[src/rtl/tara_ctrl.sv]
// ---------------------------------------------------------------------------
// tara_ctrl
//
// Tare sequencing controller between the ADC sample interface and the
// display/BCD stage. Loads the default tare word after reset, acquires an
// averaged tare on request, reverts to the default on clear, and produces a
// registered net weight (gross - tare, clamped at zero) together with an
// underflow flag and a stability flag.
//
// Ports
//   clk           system clock, all logic on rising edge
//   rst_n         synchronous active-low reset
//   tara_default  default tare word from the tara block
//   sample        raw gross weight sample
//   sample_valid  one-cycle qualifier for sample
//   tare_req      one-cycle pulse: acquire a new averaged tare
//   tare_clear    one-cycle pulse: revert to tara_default (wins over tare_req)
//   net_weight    gross - tare, clamped at 0
//   net_valid     one-cycle pulse, net_weight/negative/stable updated
//   negative      gross < tare on the last valid sample
//   stable        STABLE_CNT consecutive in-band sample deltas seen
//   tare_busy     high while acquiring or committing a tare
//   tare_value    tare currently applied
// ---------------------------------------------------------------------------
module tara_ctrl #(
  parameter int W          = 12,
  parameter int AVG_LOG2   = 2,
  parameter int BAND       = 4,
  parameter int STABLE_CNT = 8
) (
  input  logic         clk,
  input  logic         rst_n,
  input  logic [W-1:0] tara_default,
  input  logic [W-1:0] sample,
  input  logic         sample_valid,
  input  logic         tare_req,
  input  logic         tare_clear,
  output logic [W-1:0] net_weight,
  output logic         net_valid,
  output logic         negative,
  output logic         stable,
  output logic         tare_busy,
  output logic [W-1:0] tare_value
);

  localparam int ACC_W  = W + AVG_LOG2;
  localparam int CNT_W  = AVG_LOG2 + 1;
  localparam int SCNT_W = $clog2(STABLE_CNT + 1);

  // Counter value at which the final sample of an acquisition is being added.
  localparam logic [CNT_W-1:0]  CNT_LAST  = CNT_W'(2 ** AVG_LOG2 - 1);
  localparam logic [SCNT_W-1:0] STAB_MAX  = SCNT_W'(STABLE_CNT);
  localparam logic [W-1:0]      BAND_W    = W'(BAND);

  typedef enum logic [1:0] {
    LOAD   = 2'd0,
    RUN    = 2'd1,
    ACQ    = 2'd2,
    COMMIT = 2'd3
  } state_e;

  state_e              state_q;
  logic [W-1:0]        tare_value_q;
  logic [ACC_W-1:0]    acc_q;
  logic [CNT_W-1:0]    cnt_q;
  logic [W-1:0]        prev_q;
  logic                have_prev_q;
  logic [SCNT_W-1:0]   stab_cnt_q;
  logic [W-1:0]        net_weight_q;
  logic                net_valid_q;
  logic                negative_q;
  logic                stable_q;
  logic                tare_busy_q;

  logic [W-1:0]        net_d;
  logic                negative_d;
  logic [W-1:0]        delta;
  logic [SCNT_W-1:0]   stab_cnt_d;
  logic [ACC_W-1:0]    acc_d;
  logic                take_sample;

  // Net result, sample delta and stability counter candidates for the sample
  // currently on the bus; committed only when the sample is taken.
  always_comb begin
    // NOTE: every signal gets a default first so no path can infer a latch.
    net_d      = '0;
    negative_d = 1'b0;
    stab_cnt_d = stab_cnt_q;

    if (sample >= tare_value_q) begin
      net_d = sample - tare_value_q;
    end else begin
      negative_d = 1'b1;
    end

    delta = (sample >= prev_q) ? (sample - prev_q) : (prev_q - sample);

    // The very first sample after reset has nothing to compare against.
    if (have_prev_q) begin
      if (delta <= BAND_W) begin
        if (stab_cnt_q != STAB_MAX) begin
          stab_cnt_d = stab_cnt_q + SCNT_W'(1);
        end
      end else begin
        stab_cnt_d = '0;
      end
    end

    acc_d       = acc_q + ACC_W'(sample);
    take_sample = sample_valid && (state_q != LOAD);
  end

  // NOTE: synchronous reset lives inside the clocked block; all state uses
  // non-blocking assignments so every register sees pre-edge values.
  always_ff @(posedge clk) begin
    if (!rst_n) begin
      state_q      <= LOAD;
      tare_value_q <= '0;
      acc_q        <= '0;
      cnt_q        <= '0;
      prev_q       <= '0;
      have_prev_q  <= 1'b0;
      stab_cnt_q   <= '0;
      net_weight_q <= '0;
      net_valid_q  <= 1'b0;
      negative_q   <= 1'b0;
      stable_q     <= 1'b0;
      tare_busy_q  <= 1'b0;
    end else begin
      net_valid_q <= 1'b0;

      // Net path runs in every state but LOAD and always uses the tare held
      // before this edge, so a COMMIT-cycle sample still sees the old tare.
      if (take_sample) begin
        net_valid_q  <= 1'b1;
        net_weight_q <= net_d;
        negative_q   <= negative_d;
        prev_q       <= sample;
        have_prev_q  <= 1'b1;
        stab_cnt_q   <= stab_cnt_d;
        stable_q     <= (stab_cnt_d == STAB_MAX);
      end

      case (state_q)
        LOAD: begin
          tare_value_q <= tara_default;
          state_q      <= RUN;
        end

        RUN: begin
          // Clear has priority: a coincident request starts nothing.
          if (tare_clear) begin
            tare_value_q <= tara_default;
          end else if (tare_req) begin
            acc_q       <= '0;
            cnt_q       <= '0;
            tare_busy_q <= 1'b1;
            state_q     <= ACQ;
          end
        end

        ACQ: begin
          if (tare_clear) begin
            tare_value_q <= tara_default;
            tare_busy_q  <= 1'b0;
            state_q      <= RUN;
          end else if (sample_valid) begin
            acc_q <= acc_d;
            cnt_q <= cnt_q + CNT_W'(1);
            if (cnt_q == CNT_LAST) begin
              state_q <= COMMIT;
            end
          end
        end

        COMMIT: begin
          // Truncating average: drop the AVG_LOG2 fractional bits.
          tare_value_q <= acc_q[ACC_W-1:AVG_LOG2];
          tare_busy_q  <= 1'b0;
          state_q      <= RUN;
        end

        default: begin
          state_q <= LOAD;
        end
      endcase
    end
  end

  assign net_weight = net_weight_q;
  assign net_valid  = net_valid_q;
  assign negative   = negative_q;
  assign stable     = stable_q;
  assign tare_busy  = tare_busy_q;
  assign tare_value = tare_value_q;

endmodule

[config.mk]
export PLATFORM = sky130hd
export DESIGN_NAME = tara_ctrl
export DESIGN_NICKNAME = d
export VERILOG_FILES = /design/src/rtl/tara_ctrl.sv
export SDC_FILE = /design/constraint.sdc
export NUM_CORES = 1
export LEC_CHECK = 0
export ABC_AREA = 1
export CAP_MARGIN = 20
export CORE_UTILIZATION = 50
export CTS_CLUSTER_DIAMETER = 50
export DETAILED_ROUTE_END_ITERATION = 8
export PLACE_DENSITY = 0.75
export SLEW_MARGIN = 20
export SYNTH_ARGS = -nofsm -noshare
export SYNTH_HDL_FRONTEND = slang
export SYNTH_SLANG_ARGS = --single-unit
[constraint.sdc]
create_clock -name clk -period 2.7 [get_ports clk]
set_input_delay 0.81 -clock clk [delete_from_list [all_inputs] [get_ports clk]]
set_output_delay 0.81 -clock clk [all_outputs]
set_load 0.02 [all_outputs]
Yosys cells after proc, flatten, opt, wreduce, memory -nomap -nowiden

Cells that the tools add are included.

Flip-flop bits (word level): 64
Bits of input ports: 29
Output and inout bits: 28
Word-level logic and storage cells: 74

Add/subtract/negate cells: 6
Order comparisons: 3
Equal/unequal tests: 14
Mux-type cells: 29
Reductions and logical operators: 10

Operator list:

| cell                | count |
|---|---|
| $mux 14             | 4 |
| $mux 12             | 3 |
| $pmux 12 s3         | 1 |
| $sub 12x12->12      | 3 |
| $pmux 14 s2         | 1 |
| $ge 12x12->1        | 2 |
| $add 14x12->14      | 1 |
| $le 12x3->1 const B | 1 |
| $mux 3              | 4 |
| $mux 4              | 3 |
| $mux 2              | 5 |
| $ne 2x2->1 const B  | 5 |
| $reduce_and 4->1    | 2 |
| $ne 3x3->1 const B  | 2 |
| $pmux 2 s3          | 1 |
| $pmux 3 s2          | 1 |
| $mux 1              | 5 |
| $reduce_and 5->1    | 1 |
| $add 4x1->4 const B | 1 |
| $eq 2x2->1 const B  | 2 |
| $eq 4x4->1 const B  | 1 |
| $ne 4x4->1 const B  | 1 |
| $reduce_bool 2->1   | 2 |
| $reduce_or 2->1     | 2 |
| 8 further kinds     | 8 |

Longest topological paths before layout

Depth in word-level cells: 6
Depth in mapped cells: 23
Gate-level depth less buffers: 22

Least setup slack after synthesis

Ideal clock, no wire load.

Path kind: input to register
From: in sample[7]
To: reg stable_q (netlist: stable)
Setup time: 0.066 ns
Data arrival time: 2.571 ns
Path slack: 0.063 ns
Stages: 18
Cell sequence: inv_1 > ha_1 > buf_6 > nand2_2 > inv_1 > nand2_1 > a21oi_2 > nor2_4 > nand3_1 > a21oi_2 > nor2_1 > nor2_1 > nand2_1 > nand2_2 > nand2_2 > nor2_2 > nand2_1 > a21oi_2

Longest elaborated chain between the ends: 6

Ends and longest elaborated chain:

| element                                               | line | source |
|---|---|---|
| from (decl)                                           | 34   | `input logic [W-1:0] sample,` |
| $sub 12x12->12 / $ge 12x12->1 (equally long branches) | 96   | `delta = (sample >= prev_q) ? (sample - prev_q) : (prev_q - sample);` |
| $mux 12 (*)                                           | 96   |  |
| $le 12x3->1 (*)                                       | 100  | `if (delta <= BAND_W) begin` |
| $mux 4 (*)                                            | 100  |  |
| $mux 4 (*)                                            | 99   | `if (have_prev_q) begin` |
| $eq 4x4->1 (*)                                        | 141  | `stable_q <= (stab_cnt_d == STAB_MAX);` |
| to (signal assigned)                                  | 141  |  |
| to (decl)                                             | 72   | `logic stable_q;` |

Every way passes the cells marked *; elsewhere a longest branch is shown, timed or not.
A chain may end at the register's enable or synchronous reset.

Worst setup path in the final report

From: in sample[11]
To: reg net_weight_q[10] (netlist: net_weight[10])

Longest elaborated chain between the ends: 2

Ends and longest elaborated chain:

| element              | line | source |
|---|---|---|
| $ge 12x12->1         | 90   | `if (sample >= tare_value_q) begin` |
| $mux 12              | 90   |  |
| to (signal assigned) | 136  | `net_weight_q <= net_d;` |
| to (decl)            | 69   | `logic [W-1:0] net_weight_q;` |

No other way between the ends.

==> impl_metrics.ini <==
[timing]
drv_slew = 0
post-route-min-period_ns = 2.630
skew_ns = 0.008871
max_freq_ghz = 0.3803
worst_pin_slew_ns = 0.3799
hold_slack_ns = 0.4639
final_hold_viol_count = 0
finalSetupViolations = 0
finalCritPeriodShare = 0.9739
setup_ws_ns = 0.07045
slew_headroom = 0.7441

[synthesis]
synthSimpleGateAreaFrac = 0.2766
seq_area_frac_synth = 0.2561
synth-edff-count = 0
synth.distinct_cells = 44
synth_ff_type = dfxtp_1
synth.area.mux_share = 0
synth_cells = 771
synth-xor-area-share = 0.02626
syn_area_per_cell_sq_um = 6.488
ys_async_sr_fraction = 0
synth-seq-cells = 64
synth_top_family_by_area = simple AND/OR/NAND/NOR gates
synth_area_sq_um = 5002
synthesis.nets = 857
synthAdderAreaFrac = 0.1456
synth_compound_area_frac = 0.1881
yosys_warnings = 0

[die]
ios = 57
rows = 36
start_util = 0.5141
core_sq_um = 9729
die_h_microns = 102.0
dieArea_sq_um = 10410
die_w_microns = 102.0

[global_routing]
grt_max_degree = 31
antenna_found_initial = 0
grt_overflow_total = 0
grt_usage = 0.3075
grt_pass1_wl_microns = 24900
grt_pass1_vias = 5408

[route]
drc_errors = 0
vias_per_cell = 5.234
drt_iter0_markers = 203
num_vias = 5548
dr.pass1.iters = 4
wirelength_microns = 15410
wire_per_inst_microns = 14.54
final_antenna_net_count = 0

[power]
power.density_nw_per_um2 = 620.7
power_mw = 4.331
ir_drop_mv = 0.4162
cellLeakagePower_nw = 3.239

[setup_path]
start_kind = input port
slowest_delay_ns = 0.33
critPathTopFamily = compound AO/OA/AOI/OAI gates
critical_path.slowest_cell = ha_1
path_cells = dlygate4sd2_1 > buf_4 > ha_1 > nand2_1 > nor2_1 > a211oi_1 > o211ai_1 > a21oi_1 > nor2_2 > buf_4 > a22oi_1 > nor2_1
crit_arrival_ns = 2.87
path_max_fanout = 3
endpoint_kind = register
critPathRequiredTime_ns = 2.94
critical_path_class = in2reg
cp_num_buf_inv = 3

[final_layout]
final_common_cell = nand2_1
drive_gt1_frac = 0.2643
mostFrequentLayoutCells = 197 x nand2_1, 101 x buf_4, 93 x inv_1
n_fill_cell = 808
final-seq-area_sq_um = 1281
fin_util = 0.7172
syn2layout_area_growth_pct = 39.49
n_antenna_cell = 0
fin_nets = 1008
layout.cells.non_filler = 1060
multi_input_area_sq_um = 3585

[job]
max-cap-violations = 0

[hold_path]
worstHoldPathType = reg2reg

[place]
gp_congestion = 0.9333
io_buffers = 56
dp_cells = 1036
pre_cts_ws_ns = -0.6969
dp_hpwl_microns = 11600

[clock_tree]
hold_buffers = 0
insertion_delay_ns = 0.35
htreeDepth = 3
cts-root-buf = clkbuf_8
clkTransAtPathRegs_ns = 0.08
cts_tree = done
cts_buffer_depth = 2
cts_buffers = 9
numClockSinks = 64

[run_status]
status = finished, final reports clean
[registers in the layout, indices dropped and copies added, names as in the netlist, 2 cells and up]
signal      count
acc_q          14
cnt_q           3
net_weight     12
prev_q         12
stab_cnt_q      4
state_q         2
tare_value     12
[power by group]
| group | leakage [nW] | internal [mW] | switching, mW |
|---|---|---|---|
| registers | 0.524 | 1.07 | 0.112 |
| logic | 2.62 | 1.01 | 1.27 |
| clock network | 0.0949 | 0.453 | 0.413 |
| total | 3.24 | 2.53 | 1.80 |
[per-layer routing]
layer / part of all wire / routed length, microns / global-route usage / vias to the layer above
met5: 0 / 0 / 0 / -
met4: 0.023 / 352 / 0.1000 / 0
met2: 0.51 / 7920 / 0.5684 / 130
met1: 0.43 / 6594 / 0.3625 / 2578
li1: - / - / - / 2813
met3: 0.035 / 544 / 0.04514 / 27
[worst reg2reg max path: stages, from the launching register on]
cell      delay (ns)
dfxtp_1         0.37
inv_1           0.05
ha_1            0.31
a21oi_1         0.22
nor2_1          0.07
a211oi_1        0.27
o211ai_1        0.14
a21oi_1         0.25
nor2_2          0.09
buf_4           0.15
a22oi_1         0.17
nor2_1          0.06
[cell usage after synthesis, types with 2 or more instances]
cell type / n / area share
nand2_1: 220 / 0.17
inv_1: 110 / 0.083
a21oi_1: 89 / 0.089
dfxtp_1: 64 / 0.26
ha_1: 55 / 0.14
o21ai_0: 53 / 0.053
nor2_1: 39 / 0.029
nand3_1: 36 / 0.036
clkbuf_1: 13 / 0.0098
a31oi_1: 12 / 0.015
xor2_1: 9 / 0.016
xnor2_1: 6 / 0.011
inv_2: 5 / 0.0038
nand2_2: 5 / 0.0063
nand4_1: 5 / 0.0063
nor2_2: 4 / 0.0050
nor3_1: 4 / 0.0040
a211oi_1: 3 / 0.0045
a21oi_2: 3 / 0.0053
buf_6: 3 / 0.0068
nor2_4: 3 / 0.0068
o21bai_1: 3 / 0.0045
a22oi_1: 2 / 0.0030
buf_2: 2 / 0.0020
fa_1: 2 / 0.0080
o22ai_1: 2 / 0.0025
or2_2: 2 / 0.0025
[path summary, 6_finish.rpt]
kind              cells past startpoint                        from  slack [ns]                     endpoint
hold / removal                        2      tare_busy$_SDFFE_PN0P_        0.46       tare_busy$_SDFFE_PN0P_
setup reg to reg                     11  tare_value[9]$_SDFFE_PN0P_        0.43  net_weight[10]$_SDFFE_PN0P_
setup / recovery                     12                  sample[11]        0.07  net_weight[10]$_SDFFE_PN0P_
hold reg to reg                       2      tare_busy$_SDFFE_PN0P_        0.46       tare_busy$_SDFFE_PN0P_
[through the flow]
step                      area, sq um  setup TNS [ns]
after floorplan                  5002               0
after global placement           6349          -9.772
after detailed placement         6349          -11.76
after CTS                        6828               0
after global routing             6978       -0.002762
final                            6978               0
[cell families after synthesis]
family	Yosys count
and+or+nand+nor	325
xor gates and xnor gates	15
DFF	64
buffers and inverters	136
AOI/OAI and AO/OA	174
adders and majority gates	57
[layout make-up]
| cell class | instances | area share |
|---|---|---|
| Multi-Input combinational cell | 571 | 0.5137 |
| Inverter | 116 | 0.06312 |
| Timing Repair Buffer | 160 | 0.1865 |
| Clock inverter | 6 | 0.009503 |
| Sequential cell | 64 | 0.1836 |
| Clock buffer | 10 | 0.01972 |
| Tap cell | 133 | 0.02385 |
[what timing repair did]
item,4_1_cts,5_1_grt
setup endpoints to repair,21,16
buffers inserted,3,5
gates resized for setup,66,74
pin swaps,22,27
No activity file was read; power rests on OpenSTA's default activity.
